<file path="config.mk">
export PLATFORM = sky130hd
export DESIGN_NAME = cpu_state_ctrl
export DESIGN_NICKNAME = d
export VERILOG_FILES = /design/src/rtl/cpu_state_ctrl.sv
export SDC_FILE = /design/constraint.sdc
export NUM_CORES = 1
export LEC_CHECK = 0
export BUFFER_PORTS_ARGS = -buffer_cell sky130_fd_sc_hd__buf_2
export CAP_MARGIN = 5
export CORE_ASPECT_RATIO = 0.9
export CORE_MARGIN = 3
export CORE_UTILIZATION = 50
export DETAILED_ROUTE_END_ITERATION = 7
export GPL_ROUTABILITY_DRIVEN = 0
export GPL_TIMING_DRIVEN = 0
export PLACE_DENSITY_LB_ADDON = 0.1
export SYNTH_ARGS = -nofsm -noshare
export SYNTH_HDL_FRONTEND = slang
export SYNTH_SLANG_ARGS = --single-unit
</file>
<file path="constraint.sdc">
create_clock -name clk -period 3.67 [get_ports clk]
set_input_delay 0.1835 -clock clk [delete_from_list [all_inputs] [get_ports clk]]
set_output_delay 0.1835 -clock clk [all_outputs]
set_load 0.02 [all_outputs]
</file>
<file path="src/rtl/cpu_state_ctrl.sv">
// -----------------------------------------------------------------------------
// cpu_state_ctrl
//
// Multi-cycle sequencer for the MIPS CPU. Each instruction passes through the
// FETCH, EXEC1 and EXEC2 phases. A phase is stretched while the Avalon bus
// stalls (waitrequest) or while the multiply/divide unit is busy. The block
// issues exactly one pc_wen pulse per retired instruction. It also drives the
// bus strobes and the register-file write enable, detects halt (a fetch from
// address 0) and counts retired instructions.
//
// Ports
//   clk          system clock, rising edge
//   reset        synchronous active-high reset, may be held for many cycles
//   waitrequest  Avalon stall for the current read or write
//   pc           current program counter
//   is_load      decoded from IR: the instruction reads data memory
//   is_store     decoded from IR: the instruction writes data memory
//   writes_reg   decoded from IR: the instruction writes a GPR
//   div_busy     multiply/divide unit still computing
//   active       CPU running (FETCH/EXEC1/EXEC2)
//   state        RESET=0, FETCH=1, EXEC1=2, EXEC2=3, HALTED=4
//   mem_read     Avalon read strobe
//   mem_write    Avalon write strobe
//   addr_sel     bus address select: 0 = PC, 1 = ALU result
//   ir_wen       instruction-register load
//   mdr_wen      load-data register capture
//   pc_wen       PC iterate enable, one pulse per instruction
//   reg_wen      register-file write enable
//   retired      count of completed instructions (wraps)
// -----------------------------------------------------------------------------
module cpu_state_ctrl #(
  parameter int RETIRE_W = 32
) (
  input  logic                clk,
  input  logic                reset,
  input  logic                waitrequest,
  input  logic [31:0]         pc,
  input  logic                is_load,
  input  logic                is_store,
  input  logic                writes_reg,
  input  logic                div_busy,
  output logic                active,
  output logic [2:0]          state,
  output logic                mem_read,
  output logic                mem_write,
  output logic                addr_sel,
  output logic                ir_wen,
  output logic                mdr_wen,
  output logic                pc_wen,
  output logic                reg_wen,
  output logic [RETIRE_W-1:0] retired
);

  typedef enum logic [2:0] {
    ST_RESET  = 3'd0,
    ST_FETCH  = 3'd1,
    ST_EXEC1  = 3'd2,
    ST_EXEC2  = 3'd3,
    ST_HALTED = 3'd4
  } state_e;

  state_e              state_q, state_d;
  logic [RETIRE_W-1:0] retired_q, retired_d;

  // Next-state and strobe decode. Strobes are combinational from the current
  // state and inputs so that read data is captured in the same cycle
  // waitrequest falls.
  always_comb begin
    state_d   = state_q;
    retired_d = retired_q;
    active    = 1'b0;
    mem_read  = 1'b0;
    mem_write = 1'b0;
    addr_sel  = 1'b0;
    ir_wen    = 1'b0;
    mdr_wen   = 1'b0;
    pc_wen    = 1'b0;
    reg_wen   = 1'b0;

    case (state_q)
      ST_RESET: begin
        state_d = ST_FETCH;
      end

      ST_FETCH: begin
        active = 1'b1;
        // A fetch from address 0 is the halt condition: no bus access.
        if (pc == 32'd0) begin
          state_d = ST_HALTED;
        end else begin
          mem_read = 1'b1;
          if (!waitrequest) begin
            ir_wen  = 1'b1;
            state_d = ST_EXEC1;
          end
        end
      end

      ST_EXEC1: begin
        active = 1'b1;
        // Load wins when both decode bits are set, so read and write are
        // never driven together.
        if (is_load) begin
          mem_read = 1'b1;
          addr_sel = 1'b1;
          if (!waitrequest) begin
            mdr_wen = 1'b1;
            state_d = ST_EXEC2;
          end
        end else if (is_store) begin
          mem_write = 1'b1;
          addr_sel  = 1'b1;
          if (!waitrequest) begin
            state_d = ST_EXEC2;
          end
        end else begin
          state_d = ST_EXEC2;
        end
      end

      ST_EXEC2: begin
        active = 1'b1;
        if (!div_busy) begin
          pc_wen    = 1'b1;
          reg_wen   = writes_reg;
          retired_d = retired_q + 1'b1;
          state_d   = ST_FETCH;
        end
      end

      ST_HALTED: begin
        state_d = ST_HALTED;
      end

      default: begin
        state_d = ST_RESET;
      end
    endcase

    // Reset masks every strobe in the cycle it is asserted, whatever the state.
    if (reset) begin
      active    = 1'b0;
      mem_read  = 1'b0;
      mem_write = 1'b0;
      addr_sel  = 1'b0;
      ir_wen    = 1'b0;
      mdr_wen   = 1'b0;
      pc_wen    = 1'b0;
      reg_wen   = 1'b0;
    end
  end

  always_ff @(posedge clk) begin
    if (reset) begin
      state_q   <= ST_RESET;
      retired_q <= '0;
    end else begin
      state_q   <= state_d;
      retired_q <= retired_d;
    end
  end

  assign state   = state_q;
  assign retired = retired_q;

endmodule

</file>
After elaboration in Yosys (flattened, before gate mapping)
Index checks and enable logic that the tools add are counted.
Widths: inputs -> output; s select.
{ "op_classes": {"mux": 33, "addsub": 1, "n_bitwise": 1, "n_eq_ne": 6, "reduce_logical": 5} }
{ "op_table": {"columns": ["operator", "count"], "rows": [
  ["$add 32x1->32 const B", 1],
  ["$logic_not 32->1", 1],
  ["$mux 1", 25],
  ["$mux 3", 6],
  ["$pmux 3 s5", 1],
  ["$eq 3x2->1 const B", 2],
  ["$reduce_and 2->1", 2],
  ["$eq 3x1->1 const B", 1],
  ["$eq 3x3->1 const B", 1],
  ["$logic_not 3->1", 1],
  ["$ne 3x3->1 const B", 1],
  ["$reduce_or 3->1", 1],
  ["$ne 2x2->1 const B", 1],
  ["$pmux 1 s2", 1],
  ["$not 1->1", 1]
]} }
{ "word_totals": {"output_inout_bits": 43, "inputBits": 39, "ff_bits": 35} }

Longest topological paths before layout
Gate-level depths: netlist of the first run.
{ "depth": {"ltp_word": 4, "depth_mapped": 8} }

Worst setup path after synthesis of the first run
Ideal clock, no wire load.
{ "synth_timing": {"path_kind": "flip-flop to flip-flop", "from": "reg state_q[1], in the netlist state[1]", "to": "reg retired_q[24], in the netlist retired[24]", "setup_time_ns": 0.121, "stages_incl_launch_ff": 8, "period_less_slack_ns": 2.281, "path_slack_ns": 1.389, "required_time_ns": 3.549, "arrival_ns": 2.160, "path_buffers": 3, "cell_sequence": "dfxtp_1 -> buf_4 -> nand4bb_1 -> buf_2 -> or4_1 -> buf_2 -> nor4b_1 -> mux2_2"} }
{ "synth_via": {"elab_chain_cells": 2} }
{ "synth_lines": {"columns": ["item", "line", "text"], "rows": [
  ["start: declaration", "62", "state_e state_q, state_d;"],
  ["start signal: assignment", "158", "state_q <= state_d;"],
  ["$eq 3x2->1", "80", "case (state_q)"],
  ["$reduce_and 2->1 (no line)", null, null],
  ["end signal: assignment", "159", "retired_q <= retired_d;"],
  ["end: declaration", "63", "logic [RETIRE_W-1:0] retired_q, retired_d;"]
]} }
No other way between the ends.
A chain may end at the register's enable or synchronous reset.

Final worst setup path of the first run
{ "layout_timing": {"from": "reg retired_q[13], in the netlist retired[13]", "to": "reg retired_q[25], in the netlist retired[25]"} }
{ "layout_via": {"elab_chain_cells": 1} }
{ "layout_lines": {"columns": ["item", "line", "text"], "rows": [
  ["$add 32x1->32", "126", "retired_d = retired_q + 1'b1;"]
]} }
No other way between the ends.

==> summary.md, run 1 <==
| Metric | Value |
|---|---|
| Outcome | `completed` |
| VDD IR max | `0.2556 mV` |
| Setup_tns | `0 ps` |
| Placed instance count | `351` |
| Critical Path Sink Type | `register` |
| Clock Root Buffer | `clkbuf_8` |
| Origin of the critical flop-to-flop path | `retired[13]$_SDFFE_PP0P_` |
| Max Slew Vio Count | `0` |
| Actual slew at the worst max-slew pin | `834.0 ps` |
| ANT cells | `0` |
| Post-Syn Nets | `266` |
| PortBufs | `between 80 and 90` |
| Vias | `a little over 2000` |
| 1st-pass router iterations | `4` |
| CP Launch Point | `retired[13]$_SDFFE_PP0P_` |
| Synth top area share | `37.97%` |
| Post-DP Area | `2306 sq um` |
| Worst slew margin | `43.64%` |
| Switching power | `0.1791 mW` |
| Num Clock Sinks | `35` |
| Flops & latches, synth | `35` |
| EDFF count, synth | `0` |
| Synth-to-Final Area Change | `29.76%` |
| H-tree levels | `2` |
| Total core area | `3453 sq um` |
| RSZ-0062 raised after global routing | `false` |
| Clk_skew | `~6.9 ps` |
| IO Pins | `between 80 and 90` |
| Clk buf depth | `2` |
| Synth top area cells | `dfxtp_1 (38%), or4_1 (7.7%), o31ai_1 (6.9%)` |
| Worst hold slack | `220.3 ps` |
| Hold Crit Start | `waitrequest` |
| Synth area leader | `dfxtp_1` |
| Sequential area share after synthesis | `between 30 and 40%` |
| Die width | `70.04 microns` |
| Worst endpoint required time | `3820 ps` |
| MaxCap Viol Count | `0` |
| Most frequent cells after synthesis | `dfxtp_1 (35), a21oi_1 (22), nor2_1 (19), or4_1 (19), o31ai_1 (17)` |
| Seq pwr share | `53.3%` |
| Final Power | `~0.7 mW` |
| Critical Path Fanout Max | `10` |
| Internal power | `0.5416 mW` |
| Final instance area | `2395 sq um` |
| Residual DRC count | `0` |
| Worst skew pair latency | `280 ps` |
| Clk pwr share | `38.2%` |
| Number of global-route vias before repair | `1853` |
| Post-DP HPWL | `3602 microns` |
| Num rows | `20` |
| Cell area power density | `300.9 nW/um^2` |
| FF-to-FF setup slack | `1240 ps` |
| Top-count cell post-synth | `dfxtp_1` |
| Tcrit/Tclk final | `~66%` |
| Final setup fails | `0` |
| Synth Flop Type | `dfxtp_1` |
| Hold Crit Class | `in2reg` |
| Setup WS post-layout | `approximately 1200 ps` |
| Initial Util | `53.44%` |
| Worst Path Arrival | `2580 ps` |
| Congestion Overflow GR | `0` |
| Hold worst-path end | `state[0]$_SDFFE_PP0P_` |
| Reg2reg end | `retired[25]$_SDFFE_PP0P_` |
| First-pass GRT wire length | `8128 microns` |
| Cells after Synth | `226` |
| Post-cts hold buffer count | `0` |
| CTS resizes | `0` |
| R2R cell count | `7` |
| Die ar. | `4457 sq um` |
| Max Freq | `411.4 MHz` |
| Ys Warns | `0` |
| Largest net degree at the start of global routing | `13` |
| Total Wirelength | `4823 microns` |
| Layout cells sized above 1 | `a little under a third` |
| FILL cells | `305` |
| DR iter-0 viols | `95` |
| Die height | `63.64 microns` |
| Drt wl/cell | `13.43 microns` |
| Setup WS pre-CTS | `1266 ps` |
| Routed vias/inst | `5.696` |
| Final ANT Viol Nets | `0` |
| Sw frac | `24.85%` |
| Post-Syn Area | `1846 sq um` |
| Fin crit period | `2431 ps` |
| CTS Buf Count | `5` |
| Final core occ | `69.35%` |
| Logic pwr share | `8.4%` |
| Clk slew on worst S/H paths | `approximately 80 ps` |
| CTS tree | `built` |
| Setup Fix Bufs, Post-CTS | `0` |
| Final hold violation count | `0` |
| Leakage power total | `0.9414 nW` |
| All-Layer GR Usage | `21.63%` |
| Async S/R FF share, synth | `0%` |
| Initial antenna violation count | `0` |
| Unique masters post-synth | `37` |
| Hold depth | `3` |
| Synthesized area per cell | `8.166 sq um` |
| Worst Setup Start Kind | `register` |
| Layout Cells excl Fill | `~360` |
| NumNets Final | `approximately 350` |
| CP Class | `reg2reg` |
sequential cells by signal (all words and copies together) (netlist names):
name,cells
retired,32
state,3
critical path: stages, from the launching register on:
cell,delay [ps]
dfxtp_1,420
nand4_1,210
or4_1,550
clkbuf_1,180
clkbuf_1,230
clkbuf_1,280
o31ai_1,330
a21oi_1,100
worst max path at each step:
stage | endpoint | cells after the start
final | retired[25]$_SDFFE_PP0P_ | 7
after global placement | retired[24]$_SDFFE_PP0P_ | 6
after CTS | retired[25]$_SDFFE_PP0P_ | 7
after detailed placement | retired[25]$_SDFFE_PP0P_ | 7
after global routing | retired[26]$_SDFFE_PP0P_ | 7
after floorplan | retired[24]$_SDFFE_PP0P_ | 7
metal layers:
metal	up-vias	share of wire (%)	track usage (%)
li1	1030	-	-
met1	942	46	28.03
met2	71	46	36.67
met3	2	7.1	6.061
met4	0	0.27	2.871
met5	-	0	0
power by group through the flow:
stage                     registers [mW]  logic, mW  clock network (mW)
after floorplan                    0.396     0.0259                   0
after global placement             0.393     0.0592                   0
after detailed placement           0.393     0.0604                   0
after CTS                          0.384     0.0610               0.281
after global routing               0.385     0.0673               0.300
final                              0.384     0.0606               0.276
logic make-up after synthesis:
group	after synthesis	share of synthesized area (%)
AOI/OAI and AO/OA	48	15.53
xor gates and xnor gates	8	3.797
adders and majority gates	1	0.6779
buffers and inverters	21	5.424
DFF	35	37.97
muxes	3	1.830
and+or+nand+nor	110	34.78
cell usage in the layout (no fill, tap or decap), types with 2 or more instances in the layout:
cell type,instances
buf_2,83
dfxtp_1,35
a21oi_1,22
nor2_1,19
or4_1,19
o31ai_1,17
nand2_1,14
nand3_1,11
clkbuf_1,10
nor4_1,10
nand4_1,9
o21ai_0,7
inv_1,5
or3_1,5
xnor2_1,5
clkbuf_8,5
nor2b_1,3
nor3b_1,3
mux2_2,3
xor2_1,3
nor3_1,3
or2b_1,2
nand3b_1,2
buf_6,2
and4_1,2
clkinvlp_4,2
final cells by class:
class / count / area [sq um] / area share, %
buffer: 16 / 81.33 / 3.396
clock buffer: 5 / 68.82 / 2.874
clock inverter: 3 / 20.02 / 0.8359
inverter: 5 / 18.77 / 0.7837
multi-input combinational: 170 / 1045 / 43.63
sequential: 35 / 700.7 / 29.26
tap: 44 / 55.05 / 2.299
timing repair buffer: 81 / 405.4 / 16.93
(Power assumes the default switching activity.)
==> run 2, diff against run 1 <==
- ABC_AREA: unset -> 1
- CORE_UTILIZATION: 50 -> 44
- clock period: 3.67 -> 1.9 ns (I/O delays scaled with it)
==> run 2 against run 1 <==
Against the previous run: utilization shrank 11 points; non-clock buffer count is 12 lower; critical path depth grew 2.
==> summary.md, run 2 <==
| Metric | Value |
|---|---|
| Outcome | `completed` |
| Worst skew pair latency | `290 ps (about the same)` |
| DR iter-0 viols | `120 (+26%)` |
| First-pass GRT wire length | `9328 microns (+15%)` |
| Commonest non-fill, non-tap cell in the layout | `nand2_1` |
| Congestion Overflow GR | `0 (unchanged)` |
| Initial Util | `46.62% (-6.8 points)` |
| Top-count cell post-synth | `nand2_1` |
| Final ANT Viol Nets | `0 (unchanged)` |
| Initial antenna violation count | `0 (unchanged)` |
| Setup Fix Bufs, Post-CTS | `0 (unchanged)` |
| VDD IR max | `0.2875 mV (+12%)` |
| Worst stage delay on the critical path | `440 ps (-110 ps)` |
| Worst-path cell chain | `nand3_4, nor2_8, nand2_2, inv_1, nand2_1, nor2_2, nand2_1, o21ai_0, nor2_1` |
| Slowest-stage cell, CP | `dfxtp_1` |
| MaxCap Viol Count | `0 (unchanged)` |
| Post-cts hold buffer count | `0 (unchanged)` |
| CTS Buf Count | `5 (unchanged)` |
| Synthesized area per cell | `6.130 sq um (-25%)` |
| Die ar. | `5721 sq um (+28%)` |
| Post-Syn Area | `2133 sq um (+16%)` |
| Final hold violation count | `0 (unchanged)` |
| Setup_tns | `0 ps (unchanged)` |
| Hold Crit Class | `in2reg` |
| Clock Root Buffer | `clkbuf_8` |
| Worst Setup Start Kind | `register` |
| Fin crit period | `1674 ps (-756.4 ps)` |
| Largest net degree at the start of global routing | `16 (+3)` |
| Post-DP HPWL | `4444 microns (+23%)` |
| Clk_skew | `4.970 ps (-1.962 ps)` |
| Total core area | `4576 sq um (+33%)` |
| All-Layer GR Usage | `20.52% (-1.1 points)` |
| Clk slew on worst S/H paths | `70 ps (about the same)` |
| Actual slew at the worst max-slew pin | `508.9 ps (-325.1 ps)` |
| Most frequent cells after synthesis | `nand2_1 (95), nor2_1 (73), inv_1 (44)` |
| Number of global-route vias before repair | `2152 (+16%)` |
| Critical Path Sink Type | `register` |
| Synth-to-Final Area Change | `26.04%` |
| WP buf/inv | `1 (-2)` |
| Flops & latches, synth | `35 (unchanged)` |
| Cell area power density | `561.4 nW/um^2 (+87%)` |
| Routed vias/inst | `4.831 (-15%)` |
| Layout cells sized above 1 | `23.73% (-7.7 points)` |
| IO Pins | `82 (unchanged)` |
| CTS resizes | `0 (unchanged)` |
| Critical Path Fanout Max | `15 (+5)` |
| Setup WS pre-CTS | `246.0 ps (-1020 ps)` |
| Num Clock Sinks | `35 (unchanged)` |
| Async S/R FF share, synth | `0% (unchanged)` |
| Vias | `2396 (+17%)` |
| Placed instance count | `491 (+40%)` |
| Most frequent cells in the layout | `nand2_1 (95), buf_2 (82), nor2_1 (72)` |
| Leakage power total | `1.286 nW (+37%)` |
| Most used cell along the critical path | `nand2_1` |
| Synth top area cells | `dfxtp_1 (33%), nand2_1 (17%), nor2_1 (13%)` |
| 1st-pass router iterations | `4 (unchanged)` |
| Tcrit/Tclk final | `88.13% (+22 points)` |
| Die height | `72.06 microns (+13%)` |
| Total Wirelength | `5639 microns (+17%)` |
| Area occupied by multi-input gates | `1246 sq um (+19%)` |
| H-tree levels | `2 (unchanged)` |
| PortBufs | `81 (unchanged)` |
| Unique masters post-synth | `30 (-19%)` |
| RSZ-0062 raised after global routing | `false` |
| Final core occ | `58.76% (-11 points)` |
| ANT cells | `0 (unchanged)` |
| Final Power | `1.509 mW (+110%)` |
| Synth area leader | `dfxtp_1` |
| Crit path max-delay family | `simple AND/OR/NAND/NOR gates` |
| NumNets Final | `475 (+34%)` |
| Setup WS post-layout | `225.6 ps (-1014 ps)` |
| Layout Cells excl Fill | `496 (+38%)` |
| Die width | `79.40 microns (+13%)` |
| Drt wl/cell | `11.37 microns (-15%)` |
| Num rows | `23 (+15%)` |
| EDFF count, synth | `0 (unchanged)` |
| Sequential area share after synthesis | `32.84% (-5.1 points)` |
| Register area | `701.9 sq um (+0.18%)` |
| Worst endpoint required time | `2080 ps (-1740 ps)` |
| Ys Warns | `0 (unchanged)` |
| Max Slew Vio Count | `0 (unchanged)` |
| CP Class | `reg2reg` |
| Clk buf depth | `2 (unchanged)` |
| Post-Syn Nets | `388 (+46%)` |
| Residual DRC count | `0 (unchanged)` |
| CTS tree | `built` |
| Synth Flop Type | `dfxtp_1` |
| Final setup fails | `0 (unchanged)` |
| Synth top area share | `32.84% (-5.1 points)` |
| Largest register FFs | `32 (unchanged)` |
| Worst slew margin | `66.08% (+22 points)` |
| FILL cells | `467 (+53%)` |
| Cells after Synth | `348 (+54%)` |
| Worst Path Arrival | `1860 ps (-720 ps)` |
| Max Freq | `597.2 MHz (+45%)` |
run 2: where the power goes:
part           leakage, nW  switching [mW]  total, mW  internal [mW]
clock               0.0371           0.256      0.501          0.244
combinational        0.967           0.147      0.238         0.0910
sequential           0.283          0.0232      0.771          0.748
total                 1.29           0.426       1.51           1.08
run 2: kinds of logic after synthesis:
kind of cell	count (synthesis)	share of synthesized area [%]
AND/OR/NAND/NOR	216	45.63
buffers and inverters	50	8.856
AO/OA/AOI/OAI	40	9.618
XOR/XNOR	6	2.463
flip-flops	35	32.84
adder cells (fa/ha/maj)	1	0.5864
run 2: path summary, 6_finish.rpt:
check	start	slack, ps	cells past startpoint	end
min	reset	150	3	retired[16]$_SDFFE_PP0P_
max	state[1]$_SDFFE_PP0P_	230	9	retired[29]$_SDFFE_PP0P_
max reg2reg	state[1]$_SDFFE_PP0P_	230	9	retired[29]$_SDFFE_PP0P_
min reg2reg	retired[10]$_SDFFE_PP0P_	460	2	retired[10]$_SDFFE_PP0P_
run 2: layer usage:
layer	wire length [microns]	global-route usage [%]
met1	2520	26.54
met2	2694	34.11
met3	343	4.342
met4	80	7.061
met5	0	0
run 2: worst register-to-register path, stage by stage (launching register included):
cell     delay (ps)
dfxtp_1         440
nand3_4         130
nor2_8          230
nand2_2         110
inv_1            90
nand2_1         110
nor2_2          160
nand2_1          90
o21ai_0         160
nor2_1           60
run 2: area by class of cell:
class	count	area share (%)
Buffer	4	0.6049
Clock buffer	6	2.699
Inverter	45	6.282
Multi-Input combinational cell	263	46.35
Sequential cell	35	26.11
Tap cell	62	2.885
Timing Repair Buffer	81	15.08
run 2: per-stage QoR:
stage	instance area, sq um	hold WS, ps
floorplan	2133	249.6
global placement	2616	434.8
detailed placement	2616	444.7
CTS	2685	138.0
global route	2689	139.5
finish	2689	153.2
==> run 3, diff against run 2 <==
- BUFFER_PORTS_ARGS: -buffer_cell sky130_fd_sc_hd__buf_2 -> unset
- CORE_UTILIZATION: 44 -> 50
- DONT_BUFFER_PORTS: unset -> 1
==> run 3 against run 2 <==
Against the previous run: sequential power increased by 2.6%; utilization increased by 1.1 points; via count decreased by 12%; cell count decreased by 19%; total power increased by 2.8%; sequential cell count unchanged; sequential share of layout area increased by 4.3 points; die area decreased by 11%; count of clock-buffer cells in the layout increased by 2; global-route usage increased by 0.57 points; largest cell class unchanged.
==> summary.md, run 3 (synthesis results as in run 2) <==
| Metric | Value |
|---|---|
| Outcome | `completed` |
| Vias | `2120 (-12%)` |
| FF-to-FF setup slack | `200 ps (-30 ps)` |
| ANT cells | `0 (unchanged)` |
| Synth-to-Final Area Change | `9.795%` |
| Die ar. | `5087 sq um (-11%)` |
| Clk slew on worst S/H paths | `70 ps (about the same)` |
| Total core area | `3915 sq um (-14%)` |
| Hold Crit Class | `in2reg` |
| Clock Root Buffer | `clkbuf_8` |
| Num rows | `21 (-8.7%)` |
| VDD IR max | `0.4178 mV (+45%)` |
| H-tree levels | `2 (unchanged)` |
| 1st-pass router iterations | `5 (+1)` |
| Worst slew margin | `57.28% (-8.8 points)` |
| Die width | `74.85 microns (-5.7%)` |
| Largest register FFs | `32 (unchanged)` |
| Number of global-route vias before repair | `1809 (-16%)` |
| Largest net degree at the start of global routing | `11 (-5)` |
| Die height | `67.97 microns (-5.7%)` |
| Layout Cells excl Fill | `403 (-19%)` |
| Residual DRC count | `0 (unchanged)` |
| Worst endpoint required time | `1800 ps (-280 ps)` |
| Placed instance count | `394 (-20%)` |
| Leakage power total | `0.9310 nW (-28%)` |
| All-Layer GR Usage | `21.09% (+0.57 points)` |
| Final setup fails | `0 (unchanged)` |
| Cell area power density | `662.6 nW/um^2 (+18%)` |
| Post-DP HPWL | `4085 microns (-8.1%)` |
| Drt wl/cell | `13.10 microns (+15%)` |
| NumNets Final | `396 (-17%)` |
| PortBufs | `0 (-100%)` |
| First-pass GRT wire length | `8217 microns (-12%)` |
| Hold Crit Start | `div_busy` |
| Critical Path Fanout Max | `4 (-11)` |
| CTS tree | `built` |
| Hold worst-path end | `retired[7]$_SDFFE_PP0P_` |
| Max Slew Vio Count | `0 (unchanged)` |
| Initial antenna violation count | `0 (unchanged)` |
| Worst skew pair latency | `290 ps (about the same)` |
| Most frequent cells in the layout | `nand2_1 (95), nor2_1 (70), inv_1 (44)` |
| Worst Setup Start Kind | `register` |
| Total Wirelength | `5278 microns (-6.4%)` |
| Final core occ | `59.83% (+1.1 points)` |
| Reg2reg end | `retired[22]$_SDFFE_PP0P_` |
| Critical Path Sink Type | `primary output` |
| Commonest non-fill, non-tap cell in the layout | `nand2_1` |
| Setup Fix Bufs, Post-CTS | `0 (unchanged)` |
| Routed vias/inst | `5.261 (+8.9%)` |
| Final instance area | `2342 sq um (-13%)` |
| Layout cells sized above 1 | `10.92% (-13 points)` |
| Hold depth | `3 (unchanged)` |
| R2R cell count | `10 (+1)` |
| Post-DP Area | `2191 sq um (-16%)` |
| Final ANT Viol Nets | `0 (unchanged)` |
| Worst Path Arrival | `1720 ps (-140 ps)` |
| MaxCap Viol Count | `0 (unchanged)` |
| Actual slew at the worst max-slew pin | `635.9 ps (+127.0 ps)` |
| CP Class | `reg2out` |
| Clk buf depth | `2 (unchanged)` |
| Max Freq | `551.4 MHz (-7.7%)` |
| Tcrit/Tclk final | `95.45% (+7.3 points)` |
| Worst hold slack | `28.02 ps (-125.2 ps)` |
| Origin of the critical flop-to-flop path | `retired[0]$_SDFFE_PP0P_` |
| IO Pins | `82 (unchanged)` |
| Initial Util | `54.49% (+7.9 points)` |
| CTS Buf Count | `5 (unchanged)` |
| Num Clock Sinks | `35 (unchanged)` |
| Fin crit period | `1814 ps (+139.2 ps)` |
| Clk_skew | `6.127 ps (+1.157 ps)` |
| DR iter-0 viols | `94 (-22%)` |
| Final hold violation count | `0 (unchanged)` |
| Congestion Overflow GR | `0 (unchanged)` |
==> run 3: cell types whose count changed in the layout (fill, tap and decap cells not counted) <==
cell / previous run / this run
buf_2: 82 / 2
dfxtp_1: 34 / 26
dfxtp_2: 1 / 9
nor3_1: 12 / 9
nor3_2: 0 / 3
clkbuf_8: 5 / 7
nor2_1: 72 / 70
nor2_2: 4 / 6
dlygate4sd3_1: 0 / 1
nor4b_1: 1 / 0
nor4b_2: 0 / 1
==> run 3: worst max-delay path, stage by stage (launching register included) <==
cell	delay [ps]
dfxtp_1	410
inv_2	140
nand2_1	60
nor2_1	160
o21ai_0	210
a21oi_1	460
==> run 3: worst max path at each step <==
| stage | from | to | slack, ps |
|---|---|---|---|
| final | state[2]$_SDFFE_PP0P_ | mem_read | 90 |
| after global routing | state[2]$_SDFFE_PP0P_ | mem_read | -20 |
| after CTS | state[1]$_SDFFE_PP0P_ | mdr_wen | 20 |
| after detailed placement | retired[0]$_SDFFE_PP0P_ | retired[20]$_SDFFE_PP0P_ | 80 |
| after global placement | retired[2]$_SDFFE_PP0P_ | retired[29]$_SDFFE_PP0P_ | 120 |
| after floorplan | retired[0]$_SDFFE_PP0P_ | retired[22]$_SDFFE_PP0P_ | 290 |
==> run 3: report_power, final <==
group          leakage [nW]  total (mW)  internal, mW  switching (mW)
Combinational         0.593       0.165        0.0507           0.114
Clock                0.0515       0.596         0.331           0.265
Sequential            0.286       0.791         0.750          0.0410
==> run 3: per-layer routing <==
layer  GRT usage, %  part of all wire [%]
met5              0                     0
met4          6.000                  0.78
met3          6.314                    10
met1          27.92                    43
met2          33.15                    46
==> run 3: area by class of cell <==
cell class | count | area [sq um]
Fill cell | 377 | 1573
Multi-Input combinational cell | 263 | 1272
Sequential cell | 35 | 711.9
Inverter | 45 | 168.9
Clock buffer | 8 | 100.1
Tap cell | 46 | 57.56
Buffer | 5 | 21.27
Timing Repair Buffer | 1 | 10.01
==> run 3: through the flow <==
stage / setup TNS, ps / total power, mW / worst slack (ps)
floorplan: 0 / 0.9289 / 288.0
global placement: 0 / 0.9578 / 116.9
detailed placement: 0 / 0.9598 / 82.18
CTS: 0 / 1.555 / 19.51
global route: -18.99 / 1.623 / -18.99
finish: 0 / 1.552 / 86.37
==> run 3: repair_timing <==
item | CTS | global route
endpoints found under the setup margin | 3 | 11
hold endpoints to repair | 2 | 0
hold buffers | 1 | 0
resized for setup | 3 | 14
pin swaps | 0 | 0
